### config.mk
export PLATFORM = sky130hd
export DESIGN_NAME = md_iter
export DESIGN_NICKNAME = d
export VERILOG_FILES = /design/src/rtl/md_iter.sv
export SDC_FILE = /design/constraint.sdc
export NUM_CORES = 2
export LEC_CHECK = 0
export CORE_MARGIN = 5
export CORE_UTILIZATION = 40
export CTS_BUF_LIST = sky130_fd_sc_hd__clkbuf_8
export DETAILED_ROUTE_END_ITERATION = 7
export GPL_TIMING_DRIVEN = 0
export HOLD_SLACK_MARGIN = 0.06
export SLEW_MARGIN = 30
export SYNTH_ARGS = -nofsm -noshare
export SYNTH_HDL_FRONTEND = slang
export SYNTH_SLANG_ARGS = --single-unit
### constraint.sdc
create_clock -name clk -period 16.09 [get_ports clk]
set_input_delay 3.218 -clock clk [delete_from_list [all_inputs] [get_ports clk]]
set_output_delay 3.218 -clock clk [all_outputs]
set_load 0.01 [all_outputs]
### src/rtl/md_iter.sv
// Multiply/divide unit holding architectural HI/LO: fixed-latency multiply and MAC,
// restoring one-bit-per-cycle divider with a final sign-fixup step.
module md_iter #(
  parameter int unsigned WIDTH   = 32,
  parameter int unsigned MUL_LAT = 5
) (
  input  logic             clk,
  input  logic             reset,
  input  logic [3:0]       MDOp,
  input  logic             Start,
  input  logic             IRQ,
  input  logic             eret,
  input  logic [WIDTH-1:0] A,
  input  logic [WIDTH-1:0] B,
  output logic             Busy,
  output logic             Done,
  output logic [WIDTH-1:0] HI,
  output logic [WIDTH-1:0] LO
);

  localparam int unsigned CntMax = (MUL_LAT > WIDTH) ? MUL_LAT : WIDTH;
  localparam int unsigned CntW   = $clog2(CntMax + 1);
  localparam logic [WIDTH-1:0] MinNeg = {1'b1, {(WIDTH-1){1'b0}}};

  typedef enum logic [1:0] {StIdle, StMul, StDiv} state_e;

  state_e            state_q;
  logic [CntW-1:0]   cnt_q;
  logic              fix_q, busy_q, done_q;
  logic              sgn_q, acc_q, sub_q;
  logic [WIDTH-1:0]  a_q, b_q, hi_q, lo_q, quo_q, rem_q, dvs_q;

  logic              issue, is_mul, is_div, is_mthi, is_mtlo, op_signed, op_acc, op_sub;
  logic [WIDTH-1:0]  a_mag, b_mag;

  always_comb begin
    is_mul    = 1'b0;
    is_div    = 1'b0;
    is_mthi   = 1'b0;
    is_mtlo   = 1'b0;
    op_signed = 1'b0;
    op_acc    = 1'b0;
    op_sub    = 1'b0;
    case (MDOp)
      4'd1:    begin is_mul = 1'b1; op_signed = 1'b1; end
      4'd2:    is_mul = 1'b1;
      4'd3:    begin is_div = 1'b1; op_signed = 1'b1; end
      4'd4:    is_div = 1'b1;
      4'd5:    begin is_mul = 1'b1; op_signed = 1'b1; op_acc = 1'b1; end
      4'd6:    begin is_mul = 1'b1; op_acc = 1'b1; end
      4'd7:    begin is_mul = 1'b1; op_signed = 1'b1; op_acc = 1'b1; op_sub = 1'b1; end
      4'd8:    begin is_mul = 1'b1; op_acc = 1'b1; op_sub = 1'b1; end
      4'd9:    is_mthi = 1'b1;
      4'd10:   is_mtlo = 1'b1;
      default: ;
    endcase
  end

  assign issue = Start & ~IRQ & ~eret & ~busy_q;
  assign a_mag = (op_signed & A[WIDTH-1]) ? -A : A;
  assign b_mag = (op_signed & B[WIDTH-1]) ? -B : B;

  // Product is formed from the captured operands; accumulate uses HI/LO, frozen while busy.
  logic [2*WIDTH-1:0] a_ext, b_ext, prod, mul_res;
  assign a_ext   = sgn_q ? {{WIDTH{a_q[WIDTH-1]}}, a_q} : {{WIDTH{1'b0}}, a_q};
  assign b_ext   = sgn_q ? {{WIDTH{b_q[WIDTH-1]}}, b_q} : {{WIDTH{1'b0}}, b_q};
  assign prod    = a_ext * b_ext;
  assign mul_res = !acc_q ? prod : (sub_q ? {hi_q, lo_q} - prod : {hi_q, lo_q} + prod);

  logic [WIDTH:0]   rem_sh, trial;
  logic [WIDTH-1:0] quo_fix, rem_fix, div_hi, div_lo;
  assign rem_sh  = {rem_q, quo_q[WIDTH-1]};
  assign trial   = rem_sh - {1'b0, dvs_q};
  assign quo_fix = (sgn_q & (a_q[WIDTH-1] ^ b_q[WIDTH-1])) ? -quo_q : quo_q;
  assign rem_fix = (sgn_q & a_q[WIDTH-1]) ? -rem_q : rem_q;

  always_comb begin
    div_hi = rem_fix;
    div_lo = quo_fix;
    if (b_q == '0) begin
      div_hi = a_q;
      div_lo = '1;
    end else if (sgn_q && a_q == MinNeg && b_q == '1) begin
      div_hi = '0;
      div_lo = a_q;
    end
  end

  always_ff @(posedge clk or negedge reset) begin
    if (!reset) begin
      state_q <= StIdle;
      cnt_q   <= '0;
      fix_q   <= 1'b0;
      busy_q  <= 1'b0;
      done_q  <= 1'b0;
      sgn_q   <= 1'b0;
      acc_q   <= 1'b0;
      sub_q   <= 1'b0;
      a_q     <= '0;
      b_q     <= '0;
      hi_q    <= '0;
      lo_q    <= '0;
      quo_q   <= '0;
      rem_q   <= '0;
      dvs_q   <= '0;
    end else begin
      done_q <= 1'b0;
      case (state_q)
        StIdle: begin
          if (issue) begin
            if (is_mthi) begin
              hi_q <= A;
            end else if (is_mtlo) begin
              lo_q <= A;
            end else if (is_mul || is_div) begin
              busy_q <= 1'b1;
              a_q    <= A;
              b_q    <= B;
              sgn_q  <= op_signed;
              acc_q  <= op_acc;
              sub_q  <= op_sub;
              if (is_mul) begin
                state_q <= StMul;
                cnt_q   <= CntW'(MUL_LAT - 1);
              end else begin
                state_q <= StDiv;
                cnt_q   <= CntW'(WIDTH - 1);
                fix_q   <= 1'b0;
                quo_q   <= a_mag;
                rem_q   <= '0;
                dvs_q   <= b_mag;
              end
            end
          end
        end
        StMul: begin
          if (cnt_q == '0) begin
            {hi_q, lo_q} <= mul_res;
            state_q      <= StIdle;
            busy_q       <= 1'b0;
            done_q       <= 1'b1;
          end else begin
            cnt_q <= cnt_q - CntW'(1);
          end
        end
        StDiv: begin
          if (fix_q) begin
            hi_q    <= div_hi;
            lo_q    <= div_lo;
            state_q <= StIdle;
            busy_q  <= 1'b0;
            done_q  <= 1'b1;
          end else begin
            quo_q <= {quo_q[WIDTH-2:0], ~trial[WIDTH]};
            rem_q <= trial[WIDTH] ? rem_sh[WIDTH-1:0] : trial[WIDTH-1:0];
            if (cnt_q == '0) fix_q <= 1'b1;
            else             cnt_q <= cnt_q - CntW'(1);
          end
        end
        default: state_q <= StIdle;
      endcase
    end
  end

  assign Busy = busy_q;
  assign Done = done_q;
  assign HI   = hi_q;
  assign LO   = lo_q;

endmodule

==> impl_summary.log <==
[metrics] status: complete, but fails checks
[metrics] failing checks: design-rule violations
[metrics] Top-Level Pins: between 100 and 150
[metrics] number of placement rows: 153
[metrics] core area: 0.173 mm^2
[metrics] final net count: 9,994
[metrics] maximum capacitance violations: 0
[metrics] Synth Register Bits: 238
[metrics] share of flip-flops with an asynchronous set or reset after synthesis: 1.00
[metrics] Post-synth EDFFs: 0
[metrics] clock transition at the registers of the reported paths: 60 ps
[metrics] critical-path cell with the highest stage delay: sky130_fd_sc_hd__clkbuf_1
[metrics] quantity of I/O buffers inserted on ports: 137
[metrics] number of buffers added by the clock tree synthesis step: 50
[metrics] Mapped Nets: 9,797
[metrics] total overflow reported by the global router: 0
[metrics] worst-path maximum fanout: 11
[metrics] CTS tree: yes
[metrics] sum of routed wire length over all layers: 318 mm
[metrics] maximum clock rate: 0.0639 GHz
[metrics] via density per instance: 5.69
[metrics] routability congestion estimate from global placement: approximately 1.0
[metrics] Hold Crit Depth: 2
[metrics] number of nets with antenna violations after detailed routing: 0
[metrics] die boundary height: 427 um
[metrics] maximum number of pins on one net before global-route repair: 72
[metrics] setup repair after global routing missed its margin: false
[metrics] sequential-to-total area share from yosys stat: 0.0857
[metrics] clock latency on the worst-skew pair: 750 ps
[metrics] clock sinks: 238
[metrics] post-detail-place hpwl: between 200 and 300 mm
[metrics] top library cells by usage in the layout, fill and taps aside: sky130_fd_sc_hd__inv_1, sky130_fd_sc_hd__fa_1, sky130_fd_sc_hd__nand2_1, sky130_fd_sc_hd__and2_1, sky130_fd_sc_hd__ha_1
[metrics] first-pass GRT wire length: 452 mm
[metrics] cell at the root of the clock tree: sky130_fd_sc_hd__clkbuf_8
[metrics] placed standard-cell area: 0.0741 mm^2
[metrics] CTS H-Tree Depth: 2
[metrics] ratio of cells with drive above 1 in the final layout: 0.0408
[metrics] combined area of all synthesized cells: 0.0695 mm^2
[metrics] synth warn: 0
[metrics] number of detailed-routing iterations run before antenna repair: 8
[metrics] worst hold-check path type: flip-flop to flip-flop
[metrics] skew final: 66.0 ps
[metrics] number of pins exceeding their max-slew limit in the final report: 0
[metrics] number of endpoints failing setup at the final stage: 0
[metrics] Avg Synthesized Cell Area: 8.81 um^2
[metrics] endpoint arrival time on the critical path: 16,260 ps
[metrics] Synth top area share: 0.413
[metrics] Die Outline Area: 0.182 mm^2
[metrics] kind of capture point of the worst setup path: flip-flop
[metrics] DRC viols: 3
[metrics] Worst path most repeated cell: sky130_fd_sc_hd__fa_1
[metrics] Final Hold Violating Endpoints: 0
[metrics] type of origin of the critical path: flip-flop
[metrics] most common library cell in the layout ignoring fill and taps: sky130_fd_sc_hd__inv_1
[metrics] sum of negative setup slack: 0 ps
[metrics] final worst-path cycle share: 0.972
[metrics] number of instances in the synthesized netlist: 7,883
[metrics] routed wire length per instance: 30.4 um
[metrics] Slew Limit Headroom: 0.207
[metrics] slew at the pin closest to its max-slew limit: about 1200 ps
[metrics] area grow syn2layout: 8.35%
[metrics] internal reg-to-reg setup slack: 440 ps
[metrics] Filler Cell Count: 17,500
[metrics] number of library cell types mapped by synthesis: 102
[metrics] maximum number of buffers from clock root to sink: 3
[metrics] post-synthesis cell type with the largest combined area: sky130_fd_sc_hd__fa_1
[metrics] antenna violations before repair: 47
[metrics] depth of the worst register-to-register path: 42
[metrics] CP Class: flip-flop to flip-flop
[metrics] initial core utilization: 0.401
[metrics] main flop type after synthesis: sky130_fd_sc_hd__dfrtp_1
[metrics] DRC violation total after the first TritonRoute iteration: 6,531
[metrics] finished layout cell area: between 0.07 and 0.08 mm^2
[metrics] Max stage delay on crit path: 860 ps
[metrics] Die X: 427 um
[metrics] top post-synthesis cells by area: sky130_fd_sc_hd__fa_1, sky130_fd_sc_hd__inv_1, sky130_fd_sc_hd__dfrtp_1
[metrics] via count of the first global-routing pass: 62,400
[metrics] data required time at the worst endpoint: 16,710 ps
[metrics] overall global routing resource usage: 0.349
[metrics] post-layout min period: 15,650 ps
[metrics] number of vias in the routed layout: 59,600
==> worst max-delay path: cells and delay by family (launching register included) <==
family | cells | cell delay, ps
mux | 1 | 330
compound gates | 10 | 3790
buf+inv | 7 | 2220
simple gates | 9 | 2850
fa+ha+maj | 12 | 5450
flops | 1 | 320
xor+xnor | 3 | 550
==> registers in the layout, indices dropped and copies added (netlist names) <==
name     flops
cnt_q        6
quo_q       32
LO          32
b_q         32
sgn_q        1
sub_q        1
a_q         32
rem_q       32
acc_q        1
dvs_q       32
fix_q        1
state_q      2
Busy         1
Done         1
HI          32
==> Yosys cell counts, types with 12 or more instances <==
cell type and n:
sky130_fd_sc_hd__a211oi_1 32, sky130_fd_sc_hd__a21o_1 89, sky130_fd_sc_hd__a21oi_1 326, sky130_fd_sc_hd__a221oi_1 34, sky130_fd_sc_hd__a22o_1 12, sky130_fd_sc_hd__a22oi_1 17, sky130_fd_sc_hd__a311oi_1 16, sky130_fd_sc_hd__a31oi_1 39
sky130_fd_sc_hd__and2_1 554, sky130_fd_sc_hd__and3_1 39, sky130_fd_sc_hd__buf_1 22, sky130_fd_sc_hd__buf_2 15, sky130_fd_sc_hd__clkbuf_1 403, sky130_fd_sc_hd__dfrtp_1 238, sky130_fd_sc_hd__fa_1 1435, sky130_fd_sc_hd__ha_1 406
sky130_fd_sc_hd__inv_1 1629, sky130_fd_sc_hd__mux2_2 76, sky130_fd_sc_hd__mux2i_1 35, sky130_fd_sc_hd__nand2_1 890, sky130_fd_sc_hd__nand2b_1 30, sky130_fd_sc_hd__nand3_1 47, sky130_fd_sc_hd__nand4_1 43, sky130_fd_sc_hd__nor2_1 289
sky130_fd_sc_hd__nor2b_1 19, sky130_fd_sc_hd__nor3_1 74, sky130_fd_sc_hd__nor4_1 34, sky130_fd_sc_hd__o211ai_1 26, sky130_fd_sc_hd__o21a_1 17, sky130_fd_sc_hd__o21ai_0 304, sky130_fd_sc_hd__o21ai_1 15, sky130_fd_sc_hd__o21bai_1 22
sky130_fd_sc_hd__o22ai_1 17, sky130_fd_sc_hd__o31ai_1 59, sky130_fd_sc_hd__or3_1 23, sky130_fd_sc_hd__xnor2_1 229, sky130_fd_sc_hd__xor2_1 133
==> cell type report <==
class	instances	area (um^2)	share of cell area
inverter	1631	6120	0.0813
tap	2325	2910	0.0386
clock inverter	32	317	0.00420
antenna	28	70.1	0.000931
clock buffer	56	771	0.0102
multi-input combinational	5572	55800	0.741
sequential	238	5960	0.0791
buffer	441	1800	0.0239
timing repair buffer	146	1560	0.0208
==> layer usage <==
| metal | GRT usage | share of wire |
|---|---|---|
| met5 | 0.00833 | 0.00088 |
| met4 | 0.179 | 0.065 |
| met3 | 0.0831 | 0.097 |
| met2 | 0.533 | 0.43 |
| met1 | 0.463 | 0.40 |
==> logic make-up after synthesis <==
logic type      synth area share
xor+xnor                  0.0456
flops                     0.0857
fa+ha+maj                  0.487
mux                       0.0174
buf+inv                    0.112
compound gates             0.103
simple gates               0.149
==> metrics by stage <==
stage | worst slack, ps | utilization | cells | hold WS (ps)
after floorplan | 4350 | - | 7883 | 450
after global placement | 77.3 | 0.426 | 10300 | 467
after detailed placement | 595 | 0.428 | 10400 | 472
after CTS | 601 | 0.434 | 10400 | 485
after global routing | 64.2 | 0.434 | 10400 | 505
final | 443 | 0.435 | 10500 | 482
==> repair_timing <==
action,in CTS,in global routing
gates resized for setup,0,5
hold buffers,0,0
setup buffers,0,0
endpoints found under the setup margin,0,3
==> path summary, 6_finish.rpt <==
path                                       start                     to
max                          a_q[15]$_DFFE_PN0P_     HI[24]$_DFFE_PN0P_
min                        dvs_q[13]$_DFFE_PN0P_  dvs_q[13]$_DFFE_PN0P_
max reg2reg                  a_q[15]$_DFFE_PN0P_     HI[24]$_DFFE_PN0P_
min reg2reg                dvs_q[13]$_DFFE_PN0P_  dvs_q[13]$_DFFE_PN0P_
max in group asynchronous                  reset     HI[23]$_DFFE_PN0P_
min in group asynchronous                  reset   cnt_q[5]$_DFFE_PN0P_
Power is not shown: default switching activity piles up to over one toggle a cycle in this logic, so the estimate is an artifact.
